## src/rtl/ps2_pkg.sv

```systemverilog
// Shared PS/2 receive types and frame constants.
package ps2_pkg;

  typedef enum logic [1:0] {IDLE, DATA, PARITY, STOP} ps2_state_e;

  localparam int PS2_DATA_BITS  = 8;
  localparam int PS2_FRAME_BITS = 11;

endpackage

```

## src/rtl/sync_fifo.sv

```systemverilog
// Single-clock show-ahead FIFO; the head entry is visible on rd_data without a pop.
module sync_fifo #(
  parameter int DATA_WIDTH = 8,
  parameter int DATA_DEPTH = 8,
  parameter int ADDR_WIDTH = 3
) (
  input  logic                  clk,
  input  logic                  rst,
  input  logic                  push,
  input  logic [DATA_WIDTH-1:0] wr_data,
  input  logic                  pop,
  output logic [DATA_WIDTH-1:0] rd_data,
  output logic                  full,
  output logic                  empty,
  output logic [ADDR_WIDTH:0]   count
);

  logic [DATA_WIDTH-1:0] mem [DATA_DEPTH];
  logic [ADDR_WIDTH:0]   wptr, rptr;
  logic                  pop_ok, push_ok;

  // Extra pointer bit distinguishes full from empty when the indices match.
  assign empty   = (wptr == rptr);
  assign full    = (wptr[ADDR_WIDTH] != rptr[ADDR_WIDTH]) &&
                   (wptr[ADDR_WIDTH-1:0] == rptr[ADDR_WIDTH-1:0]);
  assign count   = wptr - rptr;
  assign pop_ok  = pop & ~empty;
  // A pop in the same cycle frees the slot, so a push at full still lands.
  assign push_ok = push & (~full | pop_ok);
  // Storage is never reset; gating keeps the head at zero while nothing is held.
  assign rd_data = empty ? '0 : mem[rptr[ADDR_WIDTH-1:0]];

  // Pointer update.
  always_ff @(posedge clk or posedge rst) begin
    if (rst) begin
      wptr <= '0;
      rptr <= '0;
    end else begin
      if (push_ok) wptr <= wptr + 1'b1;
      if (pop_ok)  rptr <= rptr + 1'b1;
    end
  end

  // Storage write.
  always_ff @(posedge clk) begin
    if (push_ok) mem[wptr[ADDR_WIDTH-1:0]] <= wr_data;
  end

endmodule

```

## src/rtl/ps2_rx_fifo.sv

```systemverilog
// PS/2 device-to-host receiver: pin synchroniser, frame FSM with watchdog,
// and a show-ahead byte FIFO with sticky error flags.
module ps2_rx_fifo
  import ps2_pkg::*;
#(
  parameter int DATA_DEPTH     = 8,
  parameter int ADDR_WIDTH     = 3,
  parameter int SYNC_STAGES    = 2,
  parameter int TIMEOUT_CYCLES = 5000
) (
  input  logic                  clk,
  input  logic                  rst,
  input  logic                  ps2_clk,
  input  logic                  ps2_data,
  input  logic                  rd_en,
  input  logic                  clr_err,
  output logic [7:0]            rd_data,
  output logic                  out_valid,
  output logic                  full,
  output logic [ADDR_WIDTH:0]   count,
  output logic                  overflow,
  output logic                  parity_err,
  output logic                  frame_err
);

  localparam int                      WD_W     = $clog2(TIMEOUT_CYCLES);
  localparam logic [WD_W-1:0]         WD_MAX   = WD_W'(TIMEOUT_CYCLES - 1);
  localparam logic [2:0]              LAST_BIT = 3'(PS2_DATA_BITS - 1);

  logic [SYNC_STAGES-1:0]   clk_sync, data_sync;
  logic                     clk_prev, fall, bit_in;
  ps2_state_e               state;
  logic [2:0]               bit_cnt;
  logic [PS2_DATA_BITS-1:0] shift_reg, push_byte;
  logic                     par_ok, push_q;
  logic [WD_W-1:0]          wd_cnt;
  logic                     empty, pop_req;

  assign fall    = clk_prev & ~clk_sync[SYNC_STAGES-1];
  assign bit_in  = data_sync[SYNC_STAGES-1];
  assign pop_req = rd_en & ~empty;

  // Synchronise both pins; resets to the idle-high bus level so release makes no edge.
  always_ff @(posedge clk or posedge rst) begin
    if (rst) begin
      clk_sync  <= '1;
      data_sync <= '1;
      clk_prev  <= 1'b1;
    end else begin
      clk_sync  <= {clk_sync[SYNC_STAGES-2:0], ps2_clk};
      data_sync <= {data_sync[SYNC_STAGES-2:0], ps2_data};
      clk_prev  <= clk_sync[SYNC_STAGES-1];
    end
  end

  // Frame FSM, watchdog and parity/frame error flags; a new error beats clr_err.
  always_ff @(posedge clk or posedge rst) begin
    if (rst) begin
      state      <= IDLE;
      bit_cnt    <= '0;
      shift_reg  <= '0;
      par_ok     <= 1'b0;
      wd_cnt     <= '0;
      push_q     <= 1'b0;
      push_byte  <= '0;
      parity_err <= 1'b0;
      frame_err  <= 1'b0;
    end else begin
      push_q <= 1'b0;
      if (clr_err) begin
        parity_err <= 1'b0;
        frame_err  <= 1'b0;
      end
      if (state == IDLE || fall) wd_cnt <= '0;
      else                       wd_cnt <= wd_cnt + 1'b1;

      if (state != IDLE && !fall && wd_cnt == WD_MAX) begin
        // Device stalled mid-frame: abandon the partial byte.
        state     <= IDLE;
        shift_reg <= '0;
        frame_err <= 1'b1;
      end else if (fall) begin
        case (state)
          IDLE: if (!bit_in) begin
            state   <= DATA;
            bit_cnt <= '0;
          end
          DATA: begin
            shift_reg <= {bit_in, shift_reg[PS2_DATA_BITS-1:1]};
            bit_cnt   <= bit_cnt + 1'b1;
            if (bit_cnt == LAST_BIT) state <= PARITY;
          end
          PARITY: begin
            par_ok <= ^{shift_reg, bit_in};
            state  <= STOP;
          end
          STOP: begin
            if (!bit_in)      frame_err  <= 1'b1;
            else if (!par_ok) parity_err <= 1'b1;
            else begin
              push_q    <= 1'b1;
              push_byte <= shift_reg;
            end
            state <= IDLE;
          end
          default: state <= IDLE;
        endcase
      end
    end
  end

  // Sticky overflow: a good byte arrived with no room and no simultaneous pop.
  always_ff @(posedge clk or posedge rst) begin
    if (rst)                             overflow <= 1'b0;
    else if (push_q && full && !pop_req) overflow <= 1'b1;
    else if (clr_err)                    overflow <= 1'b0;
  end

  sync_fifo #(
    .DATA_WIDTH (PS2_DATA_BITS),
    .DATA_DEPTH (DATA_DEPTH),
    .ADDR_WIDTH (ADDR_WIDTH)
  ) u_fifo (
    .clk     (clk),
    .rst     (rst),
    .push    (push_q),
    .wr_data (push_byte),
    .pop     (rd_en),
    .rd_data (rd_data),
    .full    (full),
    .empty   (empty),
    .count   (count)
  );

  assign out_valid = ~empty;

endmodule

```

## config.mk

```make
export PLATFORM = sky130hd
export DESIGN_NAME = ps2_rx_fifo
export DESIGN_NICKNAME = d
export VERILOG_FILES = /design/src/rtl/ps2_pkg.sv /design/src/rtl/sync_fifo.sv /design/src/rtl/ps2_rx_fifo.sv
export SDC_FILE = /design/constraint.sdc
export NUM_CORES = 1
export LEC_CHECK = 0
export BUFFER_PORTS_ARGS = -buffer_cell sky130_fd_sc_hd__buf_2
export CAP_MARGIN = 20
export CORE_MARGIN = 2
export CORE_UTILIZATION = 65
export DETAILED_ROUTE_END_ITERATION = 12
export PLACE_DENSITY_LB_ADDON = 0.3
export SYNTH_ARGS = -nofsm -noshare
export SYNTH_HDL_FRONTEND = slang
export SYNTH_SLANG_ARGS = --single-unit
```

## constraint.sdc

```tcl
create_clock -name clk -period 7.1 [get_ports clk]
set_input_delay 0.355 -clock clk [delete_from_list [all_inputs] [get_ports clk]]
set_output_delay 0.355 -clock clk [all_outputs]
set_load 0.02 [all_outputs]
```

; ---- Word level (Yosys, flattened, before mapping)
; Memory sizes are Yosys's and may differ from the RTL's.
; Index checks and enable logic that the tools add are counted.
; Widths: inputs -> output; s select.
[op_classes]
n_addsub = 5
n_eq_ne = 11
n_mux = 32
n_bitwise = 8
n_reduce_logical = 20
[op_table]
columns = operator, count
row1 = $mux 8, 4
row2 = $mux 1, 20
row3 = $add 13x1->13 const B, 1
row4 = $eq 13x13->1 const B, 1
row5 = $mux 13, 1
row6 = $reduce_bool 2->1, 5
row7 = $reduce_xor 9->1, 1
row8 = $add 4x1->4 const B, 2
row9 = $mux 2, 4
row10 = $pmux 2 s4, 1
row11 = $pmux 3 s2, 1
row12 = $reduce_and 3->1, 2
row13 = $logic_and 1x1->1, 5
row14 = $reduce_and 5->1, 1
row15 = $eq 2x2->1 const B, 2
row16 = $eq 4x4->1, 1
row17 = $not 1->1, 4
row18 = $reduce_and 4->1, 1
row19 = $sub 4x4->4, 1
row20 = $add 3x1->3 const B, 1
row21 = $and 1x1->1, 3
row22 = $eq 3x3->1, 1
row23 = $eq 3x3->1 const B, 1
row24 = $mux 3, 1
row25 = 10 further kinds, 11
[totals]
reg_bits = 52
ram_bits = 64
out_inout_bits = 17
mem_count = 1
[memory_table]
columns = memory, depth, width, read_ports, rd_ports_with_merged_regs, write_ports, line_no
row1 = u_fifo.mem, 8, 8, 1, 0, 1, sync_fifo.sv:18  ; logic [DATA_WIDTH-1:0] mem [DATA_DEPTH];

; ---- Longest topological paths before layout
; Gate-level depths: netlist of the first run.
[depth]
depth_word = 7
mapped_depth = 10
ltp_nobuf = 7

; ---- By module
; Synthesis of the first run repeated with hierarchy kept, for this count alone.
[unflattened]
hier_cells = 370
hier_area_um2 = 5064.9
[by_module_without_submodules]
columns = mod, n_inst, cells_per_inst, area_each_um2, seq_area_each_um2
row1 = sync_fifo, 1, 192, 3049.2, 2122.0
row2 = ps2_rx_fifo, 1, 178, 2015.7, 1107.3

; ---- Least setup slack after synthesis of the first run
; OpenSTA, ideal clock, no wires.
[synth_timing]
path_kind = reg2reg
startpoint = reg u_fifo.rptr[1]
endpoint = mem u_fifo.mem[0][0], enable pin
setup_ps = 383
arrival_time_ps = 2354
path_slack_ps = 4363
stages_incl_launch_ff = 9
synth_period_minus_slack_ps = 2737
path_cell_list = dfrtp_1 -> buf_2 -> buf_4 -> inv_1 -> ha_1 -> nand3_1 -> o31a_1 -> nand2_1 -> nor3_1
[synth_between]
elab_chain_cells = 7
[synth_rtl]
columns = item, line_no
row1 = start: declaration, sync_fifo.sv:19  ; logic [ADDR_WIDTH:0] wptr, rptr;
row2 = start signal: assignment, sync_fifo.sv:40  ; if (pop_ok) rptr <= rptr + 1'b1;
row3 = $eq 4x4->1 / $eq 3x3->1 (equally long branches), "sync_fifo.sv:23, sync_fifo.sv:25"
row4 = $not 1->1 / $logic_and 1x1->1 (equally long branches), "sync_fifo.sv:27, sync_fifo.sv:24"
row5 = $and 1x1->1 / $not 1->1 (equally long branches), "sync_fifo.sv:27, sync_fifo.sv:29"
row6 = $or 1x1->1 (*), sync_fifo.sv:29  ; assign push_ok = push & (~full | pop_ok);
row7 = $and 1x1->1 (*), sync_fifo.sv:29
row8 = $mux 1 (*), sync_fifo.sv:46  ; if (push_ok) mem[wptr[ADDR_WIDTH-1:0]] <= wr_data;
row9 = $mux 1 (implied by the code) (*), sync_fifo.sv:46
row10 = end: declaration, sync_fifo.sv:18
; Every way passes the cells marked *; elsewhere a longest branch is shown, timed or not.

; ---- Worst setup path after layout of the first run
[layout_timing]
startpoint = reg u_fifo.rptr[2]
endpoint = out rd_data[5]
[layout_between]
elab_chain_cells = 2
[layout_rtl]
columns = item, line_no
row1 = $mem_v2 8x8 / $eq 4x4->1 (equally long branches), -
row2 = $mux 8 (*), sync_fifo.sv:31  ; assign rd_data = empty ? '0 : mem[rptr[ADDR_WIDTH-1:0]];
row3 = end: declaration, ps2_rx_fifo.sv:17  ; output logic [7:0] rd_data,
; Marks and branches as above.

==> results of run 1 <==
[synth_stat cells (all sizes together), types with 2 or more instances]
library cell  instances  area, um^2
inv                  15        56.3
xnor2                18         165
dfrtp                47        1180
nand3                10        50.1
mux2                 10         113
a21oi                 5        25.0
nor3                  8        45.0
dfstp                 5         131
nand4                 6        37.5
buf                   9        52.6
nor2                 33         124
xor2                  5        43.8
clkbuf                2        7.51
and3                  3        18.8
ha                   13         163
o21ai                 4        20.0
nor2b                 2        12.5
or4                   2        15.0
o221ai                2        30.0
mux2i                15         150
edfxtp               64        1920
a22o                  3        26.3
or3                   3        20.0
nand2b                2        12.5
mux4                 16         360
nand2                21        78.8
[cell type report]
type,count,area share [%]
Inverter,15,0.974
Timing Repair Buffer,29,3.07
Clock inverter,9,1.73
Clock buffer,23,8.26
Tap cell,99,2.14
Multi-Input combinational cell,191,28.0
Sequential cell,116,55.8
[cell families (layout without fill, tap and decap cells)]
family / after synthesis / count (layout) / synth area share [%]
AND/OR/NAND/NOR: 91 / 91 / 8.47
XOR/XNOR: 24 / 24 / 4.66
flip-flops: 116 / 116 / 65.1
adder cells (fa/ha/maj): 14 / 14 / 3.68
buffers and inverters: 26 / 76 / 2.34
AO/OA/AOI/OAI: 21 / 21 / 3.23
multiplexers: 41 / 41 / 12.6
[power by group through the flow]
| stage | Clock [uW] | Sequential, uW | Combinational (uW) |
|---|---|---|---|
| floorplan | 0 | 868 | 573 |
| global placement | 0 | 916 | 670 |
| detailed placement | 0 | 924 | 693 |
| CTS | 821 | 914 | 711 |
| global route | 857 | 929 | 775 |
| finish | 814 | 914 | 703 |
[metrics by stage]
step | area [um^2] | utilization, % | hold slack (ns) | setup slack (ns)
after detailed placement | 5140 | 70.2 | 0.347 | 3.93
final | 5780 | 78.9 | 0.170 | 3.67
after CTS | 5740 | 78.3 | 0.134 | 3.66
after global placement | 5140 | 70.2 | 0.347 | 4.09
after floorplan | 4960 | - | 0.345 | 4.36
after global routing | 5780 | 78.9 | 0.180 | 3.50
[final timing paths]
kind / slack, ns / from / cells after the start / to
max in group asynchronous: 6.12 / rst / 4 / data_sync[1]
setup / recovery: 3.67 / u_fifo.rptr[2] / 6 / rd_data[5]
min in group asynchronous: 0.40 / rst / 3 / wd_cnt[9]
setup reg to reg: 4.08 / u_fifo.rptr[2] / 6 / u_fifo.mem[4][7]
hold / removal: 0.17 / rd_en / 3 / u_fifo.rptr[3]
hold reg to reg: 0.35 / clk_sync[0] / 0 / clk_sync[1]
[worst min-delay path, cell delays in order]
cell and delay (ns):
buf_2 0.14, nand3_1 0.09, xnor2_1 0.06
[routing by layer]
layer | up-vias | GRT usage, % | routed length (um) | share of wire (%)
met1 | 1417 | 30.9 | 3920 | 44
li1 | 1296 | - | - | -
met3 | 8 | 6.64 | 315 | 3.5
met2 | 73 | 39.6 | 4580 | 51
met4 | 0 | 7.70 | 83 | 0.93
met5 | - | 0 | 0 | 0
[cells in the final DEF, fill, tap and decap left out, types with 2 or more instances in the layout]
cell type | netlist | layout
nand3_1 | 10 | 10
clkinv_2 | 0 | 4
nand4_1 | 6 | 6
edfxtp_1 | 64 | 64
dlygate4sd3_1 | 0 | 3
inv_1 | 14 | 13
nand2b_1 | 2 | 2
nand2_1 | 21 | 21
xnor2_1 | 17 | 17
nor3_1 | 7 | 7
mux2i_1 | 15 | 15
or4_1 | 2 | 2
o21ai_0 | 4 | 4
bufinv_16 | 0 | 2
inv_2 | 1 | 2
buf_2 | 6 | 24
a21oi_1 | 5 | 5
inv_4 | 0 | 2
ha_1 | 13 | 13
mux2_2 | 10 | 10
nor2_1 | 33 | 33
dfrtp_1 | 47 | 47
xor2_1 | 5 | 5
nor2b_1 | 2 | 2
o221ai_2 | 2 | 2
dfstp_2 | 5 | 5
clkbuf_1 | 2 | 3
or3_1 | 2 | 2
a22o_1 | 3 | 3
mux4_2 | 16 | 16
clkbuf_8 | 0 | 3
and3_1 | 3 | 3
clkbuf_16 | 0 | 17
==> impl_metrics.py, run 1 <==
metrics = {
    "outcome": {
        "status": "finished, final reports clean",
    },
    "placed_design": {
        "io_buffers": 22,
        "dp_hpwl_um": 5490,
        "gp_congestion": 0.801,
        "placed_cells": 444,
    },
    "worst_setup_path": {
        "cp-end-kind": "output port",
        "critPathLaunchType": "register",
        "cp.arrival_ns": 3.08,
        "crit_fanout": 19,
        "cp_num_buf_inv": 2,
        "worstPathRequired_ns": 6.74,
        "crit_slowest_cell": "dfrtp_1",
        "crit_type": "register to output port",
        "crit_family": "simple AND/OR/NAND/NOR gates",
        "crit_chain": "inv_1 -> ha_1 -> nand3_1 -> nor2b_1 -> nor2_1 -> buf_2",
        "cp_slowest_stage_delay_ns": 0.87,
    },
    "pwr": {
        "p_sw_share_pct": 31.9,
        "pwr-share-clk_pct": 33.5,
        "p_per_area_nw_per_um2": 420,
        "finalPower_uw": 2430,
        "p_leak_uw": 0.00244,
        "p_int_uw": 1660,
        "p_seq_share_pct": 37.6,
        "ir_worst_vdd_mv": 0.265,
        "p_sw_uw": 776,
        "p_comb_share_pct": 28.9,
    },
    "floorplanning": {
        "rows": 31,
        "die_y_um": 91.4,
        "coreArea_um2": 7330,
        "die_w_um": 91.4,
        "start_util_pct": 67.7,
        "die_area_um2": 8350,
        "ios": 23,
    },
    "finish": {
        "nNetsFinal": 390,
        "multi_input_area_um2": 1620,
        "area_growth_pct": 16.5,
        "diodes": 0,
        "finalNonFillerCells": 482,
        "fillCellCount": 379,
        "drive_gt1_share_pct": 24.8,
        "largest_register_ffs": 64,
        "seqCellArea_um2": 3230,
    },
    "clocking": {
        "cts_buffer_depth": 2,
        "clock_latency_ns": 0.51,
        "tritoncts": "done",
        "postCtsHoldBufs": 2,
        "postCtsSetupBuffers": 0,
        "cts_num_sinks": 116,
        "cts_resized": 0,
        "cts.clk_slew.worst_paths_ns": 0.06,
        "cts_inserted_buffers": 17,
        "ctsRootBufferMaster": "clkbuf_8",
        "h-tree-depth": 4,
    },
    "route": {
        "vias": 2794,
        "vias_per_cell": 5.80,
        "drc_errors": 0,
        "wirelength_um": 8900,
        "drt_iter0_markers": 179,
        "postRouteAntennaNets": 0,
        "routedWlPerCell_um": 18.5,
        "dr.pass1.iters": 4,
    },
    "yosys": {
        "synth_seq_cells": 116,
        "avgSynthCellArea_um2": 14.9,
        "synth_ff_type": "edfxtp_1",
        "syn_inst": 333,
        "yosysWarnings": 0,
        "syn_nets": 353,
        "ys_async_sr_fraction_pct": 44.8,
        "seq_area_frac_synth_pct": 65.1,
        "syn_area_um2": 4960,
        "synth_edf_count": 64,
        "yosysUniqueCellTypes": 43,
    },
    "timing": {
        "rsz0062_at_grt": "false",
        "finalHoldViolCount": 0,
        "worstMarginPinSlew_ns": 0.827,
        "fin_tns_setup_ns": 0,
        "skew_ns": 0.00836,
        "period_needed_ns": 3.43,
        "finalSetupViolations": 0,
        "relSlewSlack_pct": 44.6,
        "slew_viol_final": 0,
        "timing.fmax_mhz": 291,
        "finalCritPeriodShare_pct": 48.4,
    },
    "grt": {
        "grt_overflow": 0,
        "grt_pass1_wl_um": 15000,
        "antenna_found_initial": 0,
        "grt_pass1_vias": 2865,
        "grt_use_total_pct": 23.9,
        "grt_max_degree": 53,
    },
    "min_path": {
        "hold_path.class": "input port to register",
    },
    "flow_run": {
        "max_cap_viol_count": 0,
    },
}
(Power assumes the default switching activity.)
==> inputs of run 2 (changes only) <==
Settings changed: CORE_UTILIZATION 65 to 61.
Clock period 7.1 ns to 3.51 ns, I/O delays scaled along.
==> run 2 against run 1 <==
Compared with the run above:
- critical path depth up 1
- die area up 6.3%
- first-iteration DRC count down 2.8%
- clock power up 110%
- power up 110%
- global-route usage up 0.57 points
- worst hold slack worse by 0.16 ns
- critical path type unchanged
- critical endpoint is now rd_data[2]
- largest cell class unchanged
==> impl_metrics.py, run 2 (same netlist as run 1, synthesis figures left out) <==
metrics = {
    "outcome": {
        "status": "finished, final reports clean",
    },
    "pwr": {
        "pwr-share-clk_pct": 34.0,
        "p_comb_share_pct": 30.4,
        "p_sw_uw": 1670,
        "p_leak_uw": 0.00244,
        "p_per_area_nw_per_um2": 864,
        "p_sw_share_pct": 33.2,
        "p_seq_share_pct": 35.5,
        "ir_worst_vdd_mv": 0.479,
        "p_int_uw": 3370,
    },
    "timing": {
        "fin_tns_setup_ns": 0,
        "period_needed_ns": 2.92,
        "timing.fmax_mhz": 342,
        "rsz0062_at_grt": "false",
        "worstMarginPinSlew_ns": 0.825,
        "finalHoldViolCount": 0,
        "finalCritPeriodShare_pct": 83.2,
        "finalSetupViolations": 0,
        "skew_ns": 0.0120,
        "relSlewSlack_pct": 44.7,
        "slew_viol_final": 0,
        "final.setup.worst_slack_ns": 0.590,
    },
    "clocking": {
        "cts_resized": 0,
        "h-tree-depth": 4,
        "clock_latency_ns": 0.52,
        "tritoncts": "done",
        "ctsRootBufferMaster": "clkbuf_8",
        "postCtsHoldBufs": 4,
        "cts.clk_slew.worst_paths_ns": 0.06,
        "cts_inserted_buffers": 17,
        "cts_num_sinks": 116,
        "cts_buffer_depth": 2,
        "postCtsSetupBuffers": 0,
    },
    "worst_setup_path": {
        "r2r_end": "u_fifo.mem[2][0]",
        "crit_type": "register to output port",
        "ff2ff_path_depth": 7,
        "worstPathRequired_ns": 3.33,
        "crit_fanout": 19,
        "regToRegSetupSlack_ns": 0.87,
        "r2r_start": "u_fifo.rptr[2]",
        "cp-end-kind": "output port",
        "cp.arrival_ns": 2.74,
        "critPathLaunchType": "register",
    },
    "min_path": {
        "hold_path.class": "input port to register",
        "min_from": "rd_en",
        "holdPathEnd": "u_fifo.rptr[0]",
        "hold_depth": 3,
    },
    "route": {
        "vias": 2909,
        "drt_iter0_markers": 174,
        "drc_errors": 0,
        "dr.pass1.iters": 4,
        "vias_per_cell": 5.96,
        "wirelength_um": 9690,
        "postRouteAntennaNets": 0,
        "routedWlPerCell_um": 19.9,
    },
    "finish": {
        "mostFrequentLayoutCells": "edfxtp_1 (64), dfrtp_1 (47), nor2_1 (33)",
        "final_util_pct": 74.7,
        "final_common_cell": "edfxtp_1",
        "drive_gt1_share_pct": 25.6,
        "diodes": 0,
        "area_growth_pct": 17.6,
        "nNetsFinal": 393,
        "largest_register_ffs": 64,
    },
    "floorplanning": {
        "rows": 32,
        "die_w_um": 94.2,
        "die_y_um": 94.2,
        "ios": 23,
        "start_util_pct": 63.6,
        "die_area_um2": 8870,
        "coreArea_um2": 7810,
    },
    "placed_design": {
        "gp_congestion": 0.858,
        "dp_hpwl_um": 6120,
        "io_buffers": 22,
        "dp_slack_ns": 0.941,
    },
    "grt": {
        "grt_pass1_wl_um": 15500,
        "grt_use_total_pct": 24.5,
        "grt_max_degree": 53,
        "antenna_found_initial": 0,
        "grt_pass1_vias": 2968,
        "grt_overflow": 0,
    },
    "flow_run": {
        "max_cap_viol_count": 0,
    },
}
-- run 2: worst max path at each step --
stage                         startpoint               end  slack (ns)
after floorplan           u_fifo.rptr[1]  u_fifo.mem[0][0]        0.77
after global placement    u_fifo.rptr[2]  u_fifo.mem[2][7]        1.07
after detailed placement  u_fifo.rptr[2]  u_fifo.mem[2][6]        0.94
after CTS                 u_fifo.rptr[2]        rd_data[2]        0.57
after global routing      u_fifo.rptr[2]        rd_data[2]        0.46
final                     u_fifo.rptr[2]        rd_data[2]        0.59
-- run 2: cell type report --
cell class              instances  area, um^2
well taps                     102         128
flip-flops and latches        116        3230
inverters                      15        56.3
repair buffers                 32         208
clock buffers                  17         414
clock inverters                15         183
multi-input cells             191        1620
fillers                       447        1970
-- run 2: through the flow --
| step | std cells | power [uW] | hold slack [ns] | area (um^2) |
|---|---|---|---|---|
| after floorplan | 333 | 2910 | 0.180 | 4960 |
| after detailed placement | 451 | 3320 | 0.282 | 5180 |
| after global placement | 451 | 3260 | 0.281 | 5180 |
| after global routing | 488 | 5280 | 0.0236 | 5840 |
| after CTS | 487 | 5070 | 0.00587 | 5820 |
| final | 488 | 5040 | 0.0123 | 5840 |
-- run 2: power by group through the flow --
stage	Combinational [uW]	Sequential, uW	Clock, uW
finish	1540	1790	1720
global route	1660	1810	1800
CTS	1550	1790	1730
detailed placement	1500	1810	0
global placement	1460	1800	0
floorplan	1160	1760	0
-- run 2: routing by layer --
metal	part of all wire [%]	vias to the layer above	GRT usage, %	routed length, um
li1	-	1300	-	-
met1	40	1466	31.6	3920
met2	51	116	39.3	4960
met3	5.7	27	6.66	552
met4	2.6	0	10.7	250
met5	0	-	0	0
-- run 2: worst max-delay path, stage by stage, from the launching register on --
cell     delay, ns
dfrtp_1       0.32
buf_4         0.27
inv_1         0.08
ha_1          0.34
nand3_1       0.19
nor2b_1       0.65
nor2_1        0.17
buf_2         0.20
==> inputs of run 3 (changes only) <==
Clock period 3.51 ns to 2.7 ns, I/O delays scaled along.
==> run 3 against run 2 <==
Compared with the run above:
- sequential power increased by 30%
- final area increased by 0.99%
- count of clock-buffer cells in the layout unchanged
- die area unchanged
- register-to-register slack got worse by 0.67 ns
- first-iteration DRC count decreased by 11%
- critical path type is now register to register
- largest cell class unchanged
==> impl_metrics.py, run 3 (same netlist as run 1, synthesis figures left out) <==
metrics = {
    "outcome": {
        "status": "finished, final reports clean",
    },
    "finish": {
        "diodes": 0,
        "drive_gt1_share_pct": 27.3,
        "mostFrequentLayoutCells": "edfxtp_1 (64), dfrtp_1 (47), nor2_1 (33)",
        "final_util_pct": 75.5,
        "area_growth_pct": 18.7,
        "largest_register_ffs": 64,
        "final_common_cell": "edfxtp_1",
        "finalNonFillerCells": 494,
        "nNetsFinal": 399,
    },
    "grt": {
        "antenna_found_initial": 0,
        "grt_pass1_wl_um": 15600,
        "grt_overflow": 0,
        "grt_use_total_pct": 24.3,
        "grt_max_degree": 53,
        "grt_pass1_vias": 2997,
    },
    "clocking": {
        "cts_num_sinks": 116,
        "ctsRootBufferMaster": "clkbuf_8",
        "postCtsSetupBuffers": 0,
        "cts_inserted_buffers": 17,
        "cts_buffer_depth": 2,
        "cts.clk_slew.worst_paths_ns": 0.06,
        "h-tree-depth": 4,
        "clock_latency_ns": 0.52,
        "tritoncts": "done",
    },
    "worst_setup_path": {
        "cp.arrival_ns": 2.63,
        "crit_type": "register to register",
        "critPathLaunchType": "register",
        "r2r_end": "u_fifo.mem[3][1]",
        "r2r_start": "u_fifo.wptr[2]",
        "ff2ff_path_depth": 5,
        "cp-end-kind": "register",
        "regToRegSetupSlack_ns": 0.20,
        "worstPathRequired_ns": 2.83,
        "crit_fanout": 8,
    },
    "pwr": {
        "p_leak_uw": 0.00249,
        "p_per_area_nw_per_um2": 1100,
        "finalPower_uw": 6490,
        "ir_worst_vdd_mv": 0.697,
    },
    "placed_design": {
        "placed_cells": 456,
        "gp_congestion": 0.816,
        "dp_hpwl_um": 5700,
        "io_buffers": 22,
    },
    "timing": {
        "worstMarginPinSlew_ns": 0.912,
        "timing.fmax_mhz": 400,
        "rsz0062_at_grt": "false",
        "period_needed_ns": 2.50,
        "fin_tns_setup_ns": 0,
        "finalSetupViolations": 0,
        "finalCritPeriodShare_pct": 92.5,
        "relSlewSlack_pct": 39.0,
        "slew_viol_final": 0,
        "skew_ns": 0.00897,
        "finalHoldViolCount": 0,
    },
    "floorplanning": {
        "ios": 23,
        "die_y_um": 94.2,
        "die_area_um2": 8870,
        "rows": 32,
        "start_util_pct": 63.6,
        "die_w_um": 94.2,
        "coreArea_um2": 7810,
    },
    "flow_run": {
        "max_cap_viol_count": 0,
    },
    "route": {
        "drt_iter0_markers": 155,
        "vias": 2898,
        "dr.pass1.iters": 4,
        "routedWlPerCell_um": 19.6,
        "wirelength_um": 9700,
        "postRouteAntennaNets": 0,
        "drc_errors": 0,
        "vias_per_cell": 5.87,
    },
    "min_path": {
        "hold_path.class": "input port to async pin",
    },
}
run 3: how the worst max path moves through the flow:
stage,endpoint,slack (ns),depth (start not counted),startpoint
2_1_floorplan,u_fifo.mem[2][0],0.18,8,u_fifo.rptr[1]
4_1_cts,u_fifo.mem[3][1],0.21,5,u_fifo.wptr[2]
3_5_place_dp,u_fifo.mem[3][6],0.29,5,u_fifo.wptr[2]
3_3_place_gp,u_fifo.mem[6][4],0.44,5,u_fifo.wptr[2]
5_1_grt,u_fifo.mem[3][1],0.11,5,u_fifo.wptr[2]
6_report,u_fifo.mem[3][1],0.20,5,u_fifo.wptr[2]
run 3: report_power, final:
group | total [uW] | internal [uW] | switching [uW]
logic | 1940 | 862 | 1080
registers | 2320 | 2090 | 224
clock network | 2240 | 1410 | 825
run 3: what timing repair did:
item                                   CTS  global route
endpoints found under the hold margin   53             0
hold buffers                             5             0
gates resized for setup                  0             0
run 3: worst max-delay path: stages, from the launching register on:
cell	delay (ns)
dfrtp_1	0.49
ha_1	0.37
nand3_1	0.14
o31a_1	0.25
nand2_1	0.14
nor2_1	0.73
run 3: layer usage:
layer	part of all wire (%)	wire length (um)	GRT usage, %
met1	41	4020	31.4
met3	4.6	447	6.18
met2	52	5080	40.4
met5	0	0	0
met4	1.6	155	8.70
run 3: layout make-up:
cell class,count,area (um^2)
flip-flops and latches,116,3230
fillers,446,1910
multi-input cells,191,1630
clock buffers,17,414
repair buffers,38,255
clock inverters,15,183
well taps,102,128
inverters,15,56.3
run 3: stage by stage:
step	worst slack [ns]	hold slack, ns	area, um^2
after global placement	0.441	0.243	5230
after global routing	0.114	0.0829	5890
after CTS	0.214	0.245	5870
after detailed placement	0.291	0.243	5230
final	0.202	0.0886	5890
after floorplan	0.176	0.139	4970
